`src/rtl/alsu_cmd_driver.sv`:
```
// Command sequencer in front of the ALSU: buffers packed commands, issues them one at a time,
// waits out the ALSU pipeline and returns the captured result over valid/ready.
module alsu_cmd_driver #(
  parameter int unsigned FIFO_DEPTH = 4,
  parameter int unsigned ALSU_LAT   = 2
) (
  input  logic        clk,
  input  logic        rst_n,
  input  logic        cmd_valid,
  output logic        cmd_ready,
  input  logic [15:0] cmd_data,
  output logic [2:0]  alsu_a,
  output logic [2:0]  alsu_b,
  output logic [2:0]  alsu_opcode,
  output logic        alsu_cin,
  output logic        alsu_serial_in,
  output logic        alsu_op_a,
  output logic        alsu_op_b,
  output logic        alsu_bypass_A,
  output logic        alsu_bypass_B,
  input  logic [5:0]  alsu_out,
  output logic        rsp_valid,
  input  logic        rsp_ready,
  output logic [5:0]  rsp_data,
  output logic        rsp_err,
  output logic [7:0]  err_cnt,
  output logic        busy
);

  localparam int unsigned AW = (FIFO_DEPTH < 2) ? 1 : $clog2(FIFO_DEPTH);
  localparam int unsigned CW = AW + 1;
  localparam int unsigned WW = (ALSU_LAT < 1) ? 1 : $clog2(ALSU_LAT + 1);

  // Bit 15 of cmd_data is reserved and never stored.
  typedef struct packed {
    logic       bypass_b;
    logic       bypass_a;
    logic       op_b;
    logic       op_a;
    logic       serial_in;
    logic       cin;
    logic [2:0] opcode;
    logic [2:0] b;
    logic [2:0] a;
  } cmd_t;

  typedef enum logic [1:0] {StIdle, StIssue, StWait, StHold} state_e;

  state_e          state_q, state_d;
  cmd_t            mem_q [FIFO_DEPTH];
  logic [AW-1:0]   wr_ptr_q, rd_ptr_q;
  logic [CW-1:0]   count_q;
  cmd_t            cur_q, drv_q, head;
  logic [WW-1:0]   wait_cnt_q;
  logic [5:0]      rsp_data_q;
  logic            rsp_err_q;
  logic [7:0]      err_cnt_q;
  logic            push, pop, head_illegal, wait_done;

  assign cmd_ready    = (count_q != CW'(FIFO_DEPTH));
  assign push         = cmd_valid & cmd_ready;
  assign pop          = (state_q == StIdle) && (count_q != '0);
  assign head         = mem_q[rd_ptr_q];
  assign head_illegal = (head.opcode[2:1] == 2'b11);
  assign wait_done    = (wait_cnt_q == WW'(ALSU_LAT));

  always_comb begin
    state_d = state_q;
    case (state_q)
      StIdle:  if (pop) state_d = head_illegal ? StHold : StIssue;
      StIssue: state_d = StWait;
      StWait:  if (wait_done) state_d = StHold;
      StHold:  if (rsp_ready) state_d = StIdle;
      default: state_d = StIdle;
    endcase
  end

  // Storage is not reset; validity is carried by the pointers and count.
  always_ff @(posedge clk) begin
    if (push) mem_q[wr_ptr_q] <= cmd_t'(cmd_data[14:0]);
  end

  always_ff @(posedge clk or negedge rst_n) begin
    if (!rst_n) begin
      state_q    <= StIdle;
      wr_ptr_q   <= '0;
      rd_ptr_q   <= '0;
      count_q    <= '0;
      cur_q      <= '0;
      drv_q      <= '0;
      wait_cnt_q <= '0;
      rsp_data_q <= '0;
      rsp_err_q  <= 1'b0;
      err_cnt_q  <= '0;
    end else begin
      state_q <= state_d;
      if (push) wr_ptr_q <= wr_ptr_q + AW'(1);
      if (pop)  rd_ptr_q <= rd_ptr_q + AW'(1);
      case ({push, pop})
        2'b10:   count_q <= count_q + CW'(1);
        2'b01:   count_q <= count_q - CW'(1);
        default: count_q <= count_q;
      endcase

      if (pop) begin
        cur_q <= head;
        if (head_illegal) begin
          rsp_data_q <= '0;
          rsp_err_q  <= 1'b1;
          if (err_cnt_q != 8'hff) err_cnt_q <= err_cnt_q + 8'd1;
        end
      end

      if (state_q == StIssue) begin
        drv_q      <= cur_q;
        wait_cnt_q <= '0;
      end

      if (state_q == StWait) begin
        wait_cnt_q <= wait_cnt_q + WW'(1);
        if (wait_done) begin
          rsp_data_q <= alsu_out;
          rsp_err_q  <= 1'b0;
        end
      end
    end
  end

  assign alsu_a         = drv_q.a;
  assign alsu_b         = drv_q.b;
  assign alsu_opcode    = drv_q.opcode;
  assign alsu_cin       = drv_q.cin;
  assign alsu_serial_in = drv_q.serial_in;
  assign alsu_op_a      = drv_q.op_a;
  assign alsu_op_b      = drv_q.op_b;
  assign alsu_bypass_A  = drv_q.bypass_a;
  assign alsu_bypass_B  = drv_q.bypass_b;

  assign rsp_valid = (state_q == StHold);
  assign rsp_data  = rsp_data_q;
  assign rsp_err   = rsp_err_q;
  assign err_cnt   = err_cnt_q;
  assign busy      = (state_q != StIdle) || (count_q != '0);

endmodule

```
`config.mk`:
```
export PLATFORM = sky130hd
export DESIGN_NAME = alsu_cmd_driver
export DESIGN_NICKNAME = d
export VERILOG_FILES = /design/src/rtl/alsu_cmd_driver.sv
export SDC_FILE = /design/constraint.sdc
export NUM_CORES = 1
export LEC_CHECK = 0
export BUFFER_PORTS_ARGS = -buffer_cell sky130_fd_sc_hd__buf_4
export CAP_MARGIN = 25
export CORE_MARGIN = 8
export CORE_UTILIZATION = 41
export DETAILED_ROUTE_END_ITERATION = 6
export GPL_TIMING_DRIVEN = 0
export HOLD_SLACK_MARGIN = 0.06
export PLACE_DENSITY_LB_ADDON = 0.15
export RECOVER_POWER = 100
export SLEW_MARGIN = 20
export SYNTH_ARGS = -nofsm -noshare
export SYNTH_HDL_FRONTEND = slang
export SYNTH_SLANG_ARGS = --single-unit
export TNS_END_PERCENT = 100
```
`constraint.sdc`:
```
create_clock -name clk -period 5.25 [get_ports clk]
set_clock_uncertainty 0.05 [all_clocks]
set_input_delay 0.525 -clock clk [delete_from_list [all_inputs] [get_ports clk]]
set_output_delay 0.525 -clock clk [all_outputs]
set_load 0.05 [all_outputs]
```
==> run summary, run 1 <==
### Detailed routing
* iteration-0 DRC count of the detailed router: 151
* number of remaining DRC errors: 0
* Vias: 2519
* post-DR vias/cell: 4.83
* post-route ant nets: 0
* total wire length: 8550 um
* wire length per cell: 16.4 um
* drt first pass iters: 6

### Critical path
* slowest stage cell, crit path: sky130_fd_sc_hd__clkbuf_1
* count of buffering cells on the critical path with inverters included: 2
* Worst R2R End: count_q[2]
* setup slack on the worst flop-to-flop path: 2.36 ns
* Startpoint Class: primary input
* critical path endpoint category: asynchronous set/reset pin
* cells on worst reg2reg path: 12
* crit path kind: in -> async
* startpoint of the most critical register-to-register path: state_q[1]
* family with the most delay on the worst path: buffers and inverters
* CP Cell Sequence: dlygate4sd3_1 -> clkbuf_1
* worst stage delay on the critical path: 2.09 ns
* highest net fanout along the worst path: 56
* required time reported for the critical path endpoint: 5.16 ns
* worst path arrival time: 3.19 ns
* critical path startpoint: rst_n

### Timing
* fin crit share: 62.6%
* Worst Tran Pin Value: 2.99 ns
* final number of setup-violating endpoints: 0
* achievable clock frequency: 304 MHz
* total count of max-transition violations in the final report: 57
* unrepaired setup endpoints after global routing: false
* min Tclk post-route: 3.29 ns
* Max-slew headroom: -99.2%
* final-report hold violation count: 0
* Setup Total Neg Slack: 0 ns

### Synthesis
* number of flip-flops and latches in the synthesized netlist: 116
* number of enable flip-flop cells after synthesis: 60
* syn nets: 331
* top cells by area, synth: sky130_fd_sc_hd__edfxtp_1, sky130_fd_sc_hd__dfrtp_1, sky130_fd_sc_hd__mux4_2, sky130_fd_sc_hd__nand2_1, sky130_fd_sc_hd__mux2_2
* share of the synthesized area in the top cell type: 39.2%
* Post-Synthesis Cell Area: 4600 um^2
* count of unique library cells instantiated by Yosys: 35
* fraction of the yosys area taken by sequential cells: 69.7%
* number of warnings issued by yosys: 0
* most repeated cell in the gate-level netlist after synthesis: sky130_fd_sc_hd__edfxtp_1
* mean cell area of the mapped netlist: 15.7 um^2
* area leader, netlist: sky130_fd_sc_hd__edfxtp_1
* synthesized netlist cell count: 292
* dominant register cell in the synthesized netlist: sky130_fd_sc_hd__edfxtp_1
* share of flip-flops with an asynchronous set or reset: 48.3%
* top post-synthesis cells by count: sky130_fd_sc_hd__edfxtp_1, sky130_fd_sc_hd__dfrtp_1, sky130_fd_sc_hd__nand2_1

### Clocking
* clock-pin slew of the registers on the worst-case setup and hold paths: 0.05 ns
* Sink Count: 116
* latest clock arrival within the worst-skew pair: 0.52 ns
* Inserted Clock Buffers: 17
* maximum clock path buffer count: 2
* Root Buffer Master: sky130_fd_sc_hd__clkbuf_8
* Clock H-tree levels: 4
* CTS tree: built
* Resized Gates After CTS: 0

### Floorplanning
* Core Box Area: 10900 um^2
* die height: 122 um
* die outline area: 14900 um^2
* starting utilization of the core area: 42.2%
* Rows: 38
* IO Pins: 59
* horizontal die dimension: 122 um

### Layout
* area of all placed cells without fillers: 5570 um^2
* NumNets Final: 408
* area growth from synthesis to final layout: 21.1%
* antenna cells: 0
* ratio of cells with drive above 1 in the final layout: 18.1%

### Global routing
* pin count of the biggest net entering global routing: 57
* wire length of the first global-routing pass: 14000 um
* leftover overflow at the end of global routing: 0
* via count of the first global-routing pass: 2716
* Global Route Usage Sum: 12.5%
* initial antenna violation count: 0

### Outcome
* failing checks: capacitance limit, slew limit
* status: complete, but fails checks

### Placed design
* # port buffers: 57
* RePlAce Congestion: 0.742
* DP Area: 5200 um^2
* DP HPWL: 5710 um

### Hold path
* depth of the worst hold-timing path: 2
* Min-Delay Path Class: in -> reg
* Worst Hold Path EP: rsp_data[1]
* Min-Delay Startpoint: alsu_out[1]

### Power
* net switching power of the design: 0.00136 W
* leakage power figure: 2.25 nW
* maximum vdd ir drop: 0.237 mV
* share of power burned in combinational logic: 34.1%
* fraction of power consumed by the clock network: 29.0%
* proportion of total power due to net switching: 36.2%
* Power per Cell Area: 677 nW/um^2
* Reg power frac: 36.9%
* Internal Dissipation: 0.00240 W

### Flow run
* Max-Cap Viols: 1

[worst max-delay path by stage]
stage / endpoint / cells past startpoint / slack (ns)
after global routing: cur_q[14] / 2 / 1.28
after global placement: count_q[2] / 12 / 2.54
after detailed placement: count_q[2] / 12 / 2.50
after floorplan: count_q[2] / 10 / 2.77
final: alsu_a[2] / 2 / 1.96
after CTS: count_q[2] / 12 / 2.48
[per-layer routing]
metal  part of all wire, %  up-vias  global-route usage (%)
met2                    47       59                    19.2
met1                    45     1249                    15.1
li1                      -     1199                       -
met3                   5.9       12                    4.58
met5                     0        -                       0
met4                   1.9        0                    6.94
[state kept, by name, indices dropped and copies added, names as in the netlist, 2 cells and up]
name,flops
alsu_a,3
alsu_b,3
alsu_opcode,3
count_q,3
cur_q,15
err_cnt,8
mem_q,60
rd_ptr_q,2
rsp_data,6
state_q,2
wait_cnt_q,2
wr_ptr_q,2
[area by class of cell]
class / count / area, um^2
timing repair buffer: 58 / 254
clock inverter: 12 / 138
sequential: 116 / 3200
multi-input combinational: 152 / 1270
buffer: 11 / 51.3
fill: 961 / 5320
tap: 140 / 175
clock buffer: 20 / 425
inverter: 13 / 48.8
[cells by family (layout without fill, tap and decap cells)]
group | after synthesis | in the layout | synth area share [%]
muxes | 32 | 32 | 11.6
adders and majority gates | 13 | 13 | 3.70
AOI/OAI and AO/OA | 14 | 14 | 2.15
buffers and inverters | 24 | 114 | 2.37
and+or+nand+nor | 80 | 80 | 8.03
xor gates and xnor gates | 13 | 13 | 2.48
DFF | 116 | 116 | 69.7
[power groups by stage]
stage	Clock [W]	Combinational [W]	Sequential [W]
floorplan	0	0.000735	0.00168
global placement	0	0.00139	0.00140
detailed placement	0	0.00141	0.00141
CTS	0.00112	0.00142	0.00139
global route	0.00116	0.00142	0.00143
finish	0.00109	0.00129	0.00139
[layout by cell type (no fill, tap or decap), drive strengths merged]
| cell type | count |
|---|---|
| nand3b | 1 |
| a22o | 6 |
| nand4 | 3 |
| clkinv | 7 |
| o21ai | 5 |
| nor2b | 1 |
| and3 | 7 |
| nor3 | 1 |
| xor2 | 4 |
| ha | 12 |
| inv | 13 |
| nor2 | 6 |
| a21oi | 1 |
| clkbuf | 77 |
| nand2b | 1 |
| mux2 | 17 |
| edfxtp | 60 |
| xnor2 | 9 |
| nand2 | 50 |
| a222oi | 1 |
| and2 | 3 |
| and4 | 1 |
| fa | 1 |
| nand3 | 5 |
| clkinvlp | 2 |
| mux4 | 15 |
| dfrtp | 56 |
| buf | 11 |
| dlygate4sd3 | 1 |
| nand4b | 1 |
| a31oi | 1 |
| bufinv | 3 |
[timing repair]
action                                  in CTS  in global routing
endpoints found under the setup margin       0                  0
hold buffers                                 1                  0
buffers inserted                             0                  0
endpoints found under the hold margin       56                  0
[through the flow]
step | hold slack (ns) | utilization, % | total power (W) | worst slack [ns] | cells
CTS | 0.137 | 53.0 | 0.00393 | 2.48 | 522
global route | 0.182 | 51.1 | 0.00400 | 1.28 | 522
finish | 0.195 | 51.1 | 0.00377 | 1.96 | 522
detailed placement | 0.407 | 47.8 | 0.00282 | 2.50 | 489
floorplan | 0.179 | - | 0.00241 | 2.77 | 292
global placement | 0.403 | 47.8 | 0.00279 | 2.54 | 489
(Power assumes the default switching activity.)
==> run 2, diff against run 1 <==
- clock period: 5.25 -> 3.4 ns (I/O delays scaled with it)
==> run summary, run 2 (synthesis gave the netlist of run 1 again) <==
### Timing
* total count of max-transition violations in the final report: 0
* final-report hold violation count: 0
* unrepaired setup endpoints after global routing: false
* achievable clock frequency: 358 MHz
* min Tclk post-route: 2.79 ns
* setup ws final: 0.605 ns
* final number of setup-violating endpoints: 0
* Setup Total Neg Slack: 0 ns
* Worst Tran Pin Value: 1.38 ns
* Max-slew headroom: 7.95%
* minimum hold slack: 0.242 ns
* fin crit share: 82.2%

### Clocking
* maximum clock path buffer count: 2
* Root Buffer Master: sky130_fd_sc_hd__clkbuf_8
* cts hold-fix bufs: 22
* number of post-CTS setup repair buffers: 0
* clock-pin slew of the registers on the worst-case setup and hold paths: 0.05 ns
* Sink Count: 116
* Clock H-tree levels: 4
* Resized Gates After CTS: 0
* CTS tree: built
* Inserted Clock Buffers: 17
* latest clock arrival within the worst-skew pair: 0.52 ns

### Layout
* antenna cells: 0
* final instance count without filler cells: 543
* max FFs per register: 60
* NumNets Final: 429
* leading cell types in the layout, fill and taps excluded: sky130_fd_sc_hd__edfxtp_1, sky130_fd_sc_hd__clkbuf_1, sky130_fd_sc_hd__dfrtp_1
* leading cell type in the layout, fill and taps excluded: sky130_fd_sc_hd__edfxtp_1
* ratio of cells with drive above 1 in the final layout: 17.6%
* total of fill cells in the finished design: 940
* area growth from synthesis to final layout: 25.7%
* register with the highest flop count: mem_q

### Hold path
* depth of the worst hold-timing path: 4
* Min-Delay Path Class: in -> reg
* Min-Delay Startpoint: rsp_ready
* Worst Hold Path EP: state_q[1]

### Critical path
* worst path arrival time: 3.17 ns
* crit path kind: reg -> reg
* cells on worst reg2reg path: 12
* setup slack on the worst flop-to-flop path: 0.61 ns
* Worst R2R End: count_q[2]
* required time reported for the critical path endpoint: 3.78 ns
* Startpoint Class: flop
* startpoint of the most critical register-to-register path: state_q[1]
* critical path endpoint category: flop
* highest net fanout along the worst path: 10

### Floorplanning
* IO Pins: 59
* die outline area: 14900 um^2
* starting utilization of the core area: 42.2%
* Rows: 38
* Core Box Area: 10900 um^2
* horizontal die dimension: 122 um
* die height: 122 um

### Detailed routing
* drt first pass iters: 7
* iteration-0 DRC count of the detailed router: 156
* number of remaining DRC errors: 0
* post-route ant nets: 0
* total wire length: 8680 um
* Vias: 2585
* post-DR vias/cell: 4.76
* wire length per cell: 16.0 um

### Placed design
* # port buffers: 57
* RePlAce Congestion: 0.742
* DP HPWL: 5710 um
* cell count after placement: 489
* post-place setup slack: 0.652 ns

### Flow run
* Max-Cap Viols: 0

### Global routing
* via count of the first global-routing pass: 2792
* Global Route Usage Sum: 12.7%
* pin count of the biggest net entering global routing: 57
* initial antenna violation count: 0
* wire length of the first global-routing pass: 14300 um
* leftover overflow at the end of global routing: 0

### Power
* leakage power figure: 2.34 nW
* Power per Cell Area: 1010 nW/um^2
* maximum vdd ir drop: 0.366 mV

### Outcome
* status: completed

[run 2: final cells by class]
cell class	count	area (um^2)	area share [%]
clock buffer	20	425	7.36
sequential	116	3200	55.4
timing repair buffer	79	465	8.06
inverter	13	48.8	0.845
tap	140	175	3.03
clock inverter	12	138	2.38
multi-input combinational	152	1270	22.0
buffer	11	51.3	0.888
[run 2: how the worst max path moves through the flow]
stage,cells past startpoint,start,slack [ns],end
floorplan,10,count_q[0],0.92,count_q[2]
global placement,12,state_q[0],0.69,count_q[2]
detailed placement,12,state_q[1],0.65,count_q[2]
CTS,12,state_q[1],0.63,count_q[2]
global route,12,state_q[0],0.25,count_q[2]
finish,12,state_q[1],0.61,count_q[2]
[run 2: power by group]
part	total [W]	switching (W)	internal (W)	leakage, nW
Clock	0.00168	0.000582	0.00110	0.273
Sequential	0.00214	0.000199	0.00194	1.25
Combinational	0.00201	0.00132	0.000683	0.815
Total	0.00583	0.00210	0.00373	2.34
[run 2: metal layers]
metal  global-route usage [%]  vias to the layer above  routed length (um)
li1                         -                     1240                   -
met5                        0                        -                   0
met3                     4.58                        9                 468
met1                     15.3                     1280                3930
met4                     6.94                        0                 127
met2                     19.7                       56                4150
[run 2: critical path: stages, from the launching register on]
cell	delay (ns)
sky130_fd_sc_hd__dfrtp_1	0.41
sky130_fd_sc_hd__inv_1	0.12
sky130_fd_sc_hd__ha_1	0.20
sky130_fd_sc_hd__nand2b_1	0.06
sky130_fd_sc_hd__clkbuf_1	0.19
sky130_fd_sc_hd__inv_2	0.20
sky130_fd_sc_hd__clkbuf_1	0.39
sky130_fd_sc_hd__ha_1	0.27
sky130_fd_sc_hd__inv_1	0.06
sky130_fd_sc_hd__fa_1	0.37
sky130_fd_sc_hd__xor2_1	0.15
sky130_fd_sc_hd__nor2_1	0.11
sky130_fd_sc_hd__xor2_1	0.15
[run 2: per-stage QoR]
stage / area (um^2) / utilization (%) / power (W)
after global routing: 5780 / 53.1 / 0.00620
after CTS: 5980 / 55.0 / 0.00609
after floorplan: 4600 / - / 0.00372
after detailed placement: 5200 / 47.8 / 0.00436
final: 5780 / 53.1 / 0.00583
after global placement: 5200 / 47.8 / 0.00431
==> run 3, diff against run 2 <==
- clock period: 3.4 -> 2.4 ns (I/O delays scaled with it)
==> run summary, run 3 (synthesis gave the netlist of run 1 again) <==
### Outcome
* status: completed

### Placed design
* DP HPWL: 5530 um
* post-place setup slack: -0.179 ns
* RePlAce Congestion: 0.725
* cell count after placement: 489
* # port buffers: 57

### Timing
* minimum hold slack: 0.122 ns
* final-report hold violation count: 0
* min Tclk post-route: 2.31 ns
* Max-slew headroom: 9.84%
* total count of max-transition violations in the final report: 0
* final number of setup-violating endpoints: 0
* fin crit share: 96.3%
* Worst Tran Pin Value: 1.35 ns
* setup ws final: 0.0883 ns
* achievable clock frequency: 433 MHz
* unrepaired setup endpoints after global routing: false

### Layout
* ratio of cells with drive above 1 in the final layout: 21.3%
* Sequential Area: 3200 um^2
* leading cell type in the layout, fill and taps excluded: sky130_fd_sc_hd__edfxtp_1
* NumNets Final: 434
* total area of multi-input combinational cells: 1290 um^2
* max FFs per register: 60
* leading cell types in the layout, fill and taps excluded: sky130_fd_sc_hd__edfxtp_1, sky130_fd_sc_hd__dfrtp_1, sky130_fd_sc_hd__clkbuf_1
* area growth from synthesis to final layout: 27.8%
* final instance count without filler cells: 548
* register with the highest flop count: mem_q
* total of fill cells in the finished design: 934
* antenna cells: 0

### Global routing
* pin count of the biggest net entering global routing: 57
* wire length of the first global-routing pass: 14300 um
* leftover overflow at the end of global routing: 0
* Global Route Usage Sum: 12.9%
* via count of the first global-routing pass: 2760
* initial antenna violation count: 0

### Floorplanning
* IO Pins: 59
* starting utilization of the core area: 42.2%
* horizontal die dimension: 122 um
* die outline area: 14900 um^2
* die height: 122 um
* Core Box Area: 10900 um^2
* Rows: 38

### Critical path
* Startpoint Class: flop
* critical path endpoint category: flop
* highest net fanout along the worst path: 9
* setup slack on the worst flop-to-flop path: 0.09 ns
* startpoint of the most critical register-to-register path: count_q[0]
* worst path arrival time: 2.67 ns
* cells on worst reg2reg path: 9
* Worst R2R End: err_cnt[1]
* required time reported for the critical path endpoint: 2.75 ns
* crit path kind: reg -> reg

### Hold path
* Worst Hold Path EP: state_q[1]
* Min-Delay Startpoint: rsp_ready
* depth of the worst hold-timing path: 4
* Min-Delay Path Class: in -> reg

### Detailed routing
* post-DR vias/cell: 4.72
* wire length per cell: 15.7 um
* total wire length: 8610 um
* number of remaining DRC errors: 0
* iteration-0 DRC count of the detailed router: 135
* post-route ant nets: 0
* drt first pass iters: 4
* Vias: 2588

### Power
* Reg power frac: 35.9%
* fraction of power consumed by the clock network: 28.8%
* proportion of total power due to net switching: 36.1%
* leakage power figure: 2.39 nW
* share of power burned in combinational logic: 35.2%
* Internal Dissipation: 0.00540 W
* maximum vdd ir drop: 0.684 mV
* post-layout power: 0.00845 W
* Power per Cell Area: 1440 nW/um^2
* net switching power of the design: 0.00305 W

### Clocking
* Root Buffer Master: sky130_fd_sc_hd__clkbuf_8
* latest clock arrival within the worst-skew pair: 0.52 ns
* Sink Count: 116
* clock-pin slew of the registers on the worst-case setup and hold paths: 0.06 ns
* Inserted Clock Buffers: 17
* Clock H-tree levels: 4
* maximum clock path buffer count: 2
* CTS tree: built

### Flow run
* Max-Cap Viols: 0

-- run 3: worst max-delay path by stage --
stage	cells past startpoint	endpoint	from
global placement	12	count_q[2]	state_q[0]
floorplan	12	count_q[2]	state_q[0]
CTS	12	count_q[2]	state_q[1]
detailed placement	12	count_q[2]	state_q[0]
global route	9	err_cnt[1]	count_q[1]
finish	9	err_cnt[1]	count_q[0]
-- run 3: timing repair --
action,in CTS,in global routing
pin swaps,0,1
hold endpoints to repair,123,0
buffers inserted,1,3
resized for setup,5,3
hold buffers,23,0
endpoints found under the setup margin,2,2
-- run 3: layout make-up --
class | count | share of cell area (%)
flip-flops and latches | 116 | 54.5
clock inverters | 14 | 2.75
multi-input cells | 152 | 22.0
inverters | 13 | 0.873
well taps | 140 | 2.98
repair buffers | 84 | 8.60
plain buffers | 11 | 1.15
clock buffers | 18 | 7.11
-- run 3: worst max-delay path, cell delays in order, from the launching register on --
cell                       delay (ns)
sky130_fd_sc_hd__dfrtp_1         0.40
sky130_fd_sc_hd__nor3_1          0.38
sky130_fd_sc_hd__nand2b_1        0.16
sky130_fd_sc_hd__buf_2           0.19
sky130_fd_sc_hd__inv_4           0.05
sky130_fd_sc_hd__buf_4           0.16
sky130_fd_sc_hd__and3_1          0.18
sky130_fd_sc_hd__buf_6           0.14
sky130_fd_sc_hd__and2_0          0.18
sky130_fd_sc_hd__mux2_4          0.31
-- run 3: through the flow --
| step | utilization (%) | TNS [ns] | cell area (um^2) |
|---|---|---|---|
| after floorplan | - | 0 | 4600 |
| final | 54.0 | 0 | 5870 |
| after global routing | 54.0 | 0 | 5870 |
| after detailed placement | 47.8 | -0.200 | 5210 |
| after global placement | 47.8 | -0.158 | 5210 |
| after CTS | 55.4 | 0 | 6030 |
-- run 3: power by group through the flow --
stage               Clock [W]  Sequential, W  Combinational, W
floorplan                   0        0.00367           0.00162
global placement            0        0.00307           0.00307
detailed placement          0        0.00308           0.00309
CTS                   0.00251        0.00306           0.00318
global route          0.00260        0.00312           0.00328
finish                0.00244        0.00303           0.00298
-- run 3: per-layer routing --
layer  global-route usage (%)  vias to the layer above  wire [um]  part of all wire, %
met5                        0                        -          0                    0
met4                     6.71                        0        166                  1.9
met3                     5.46                       13        529                  6.1
met2                     19.1                       59       3820                   44
met1                     15.9                     1257       4090                   48
li1                         -                     1259          -                    -
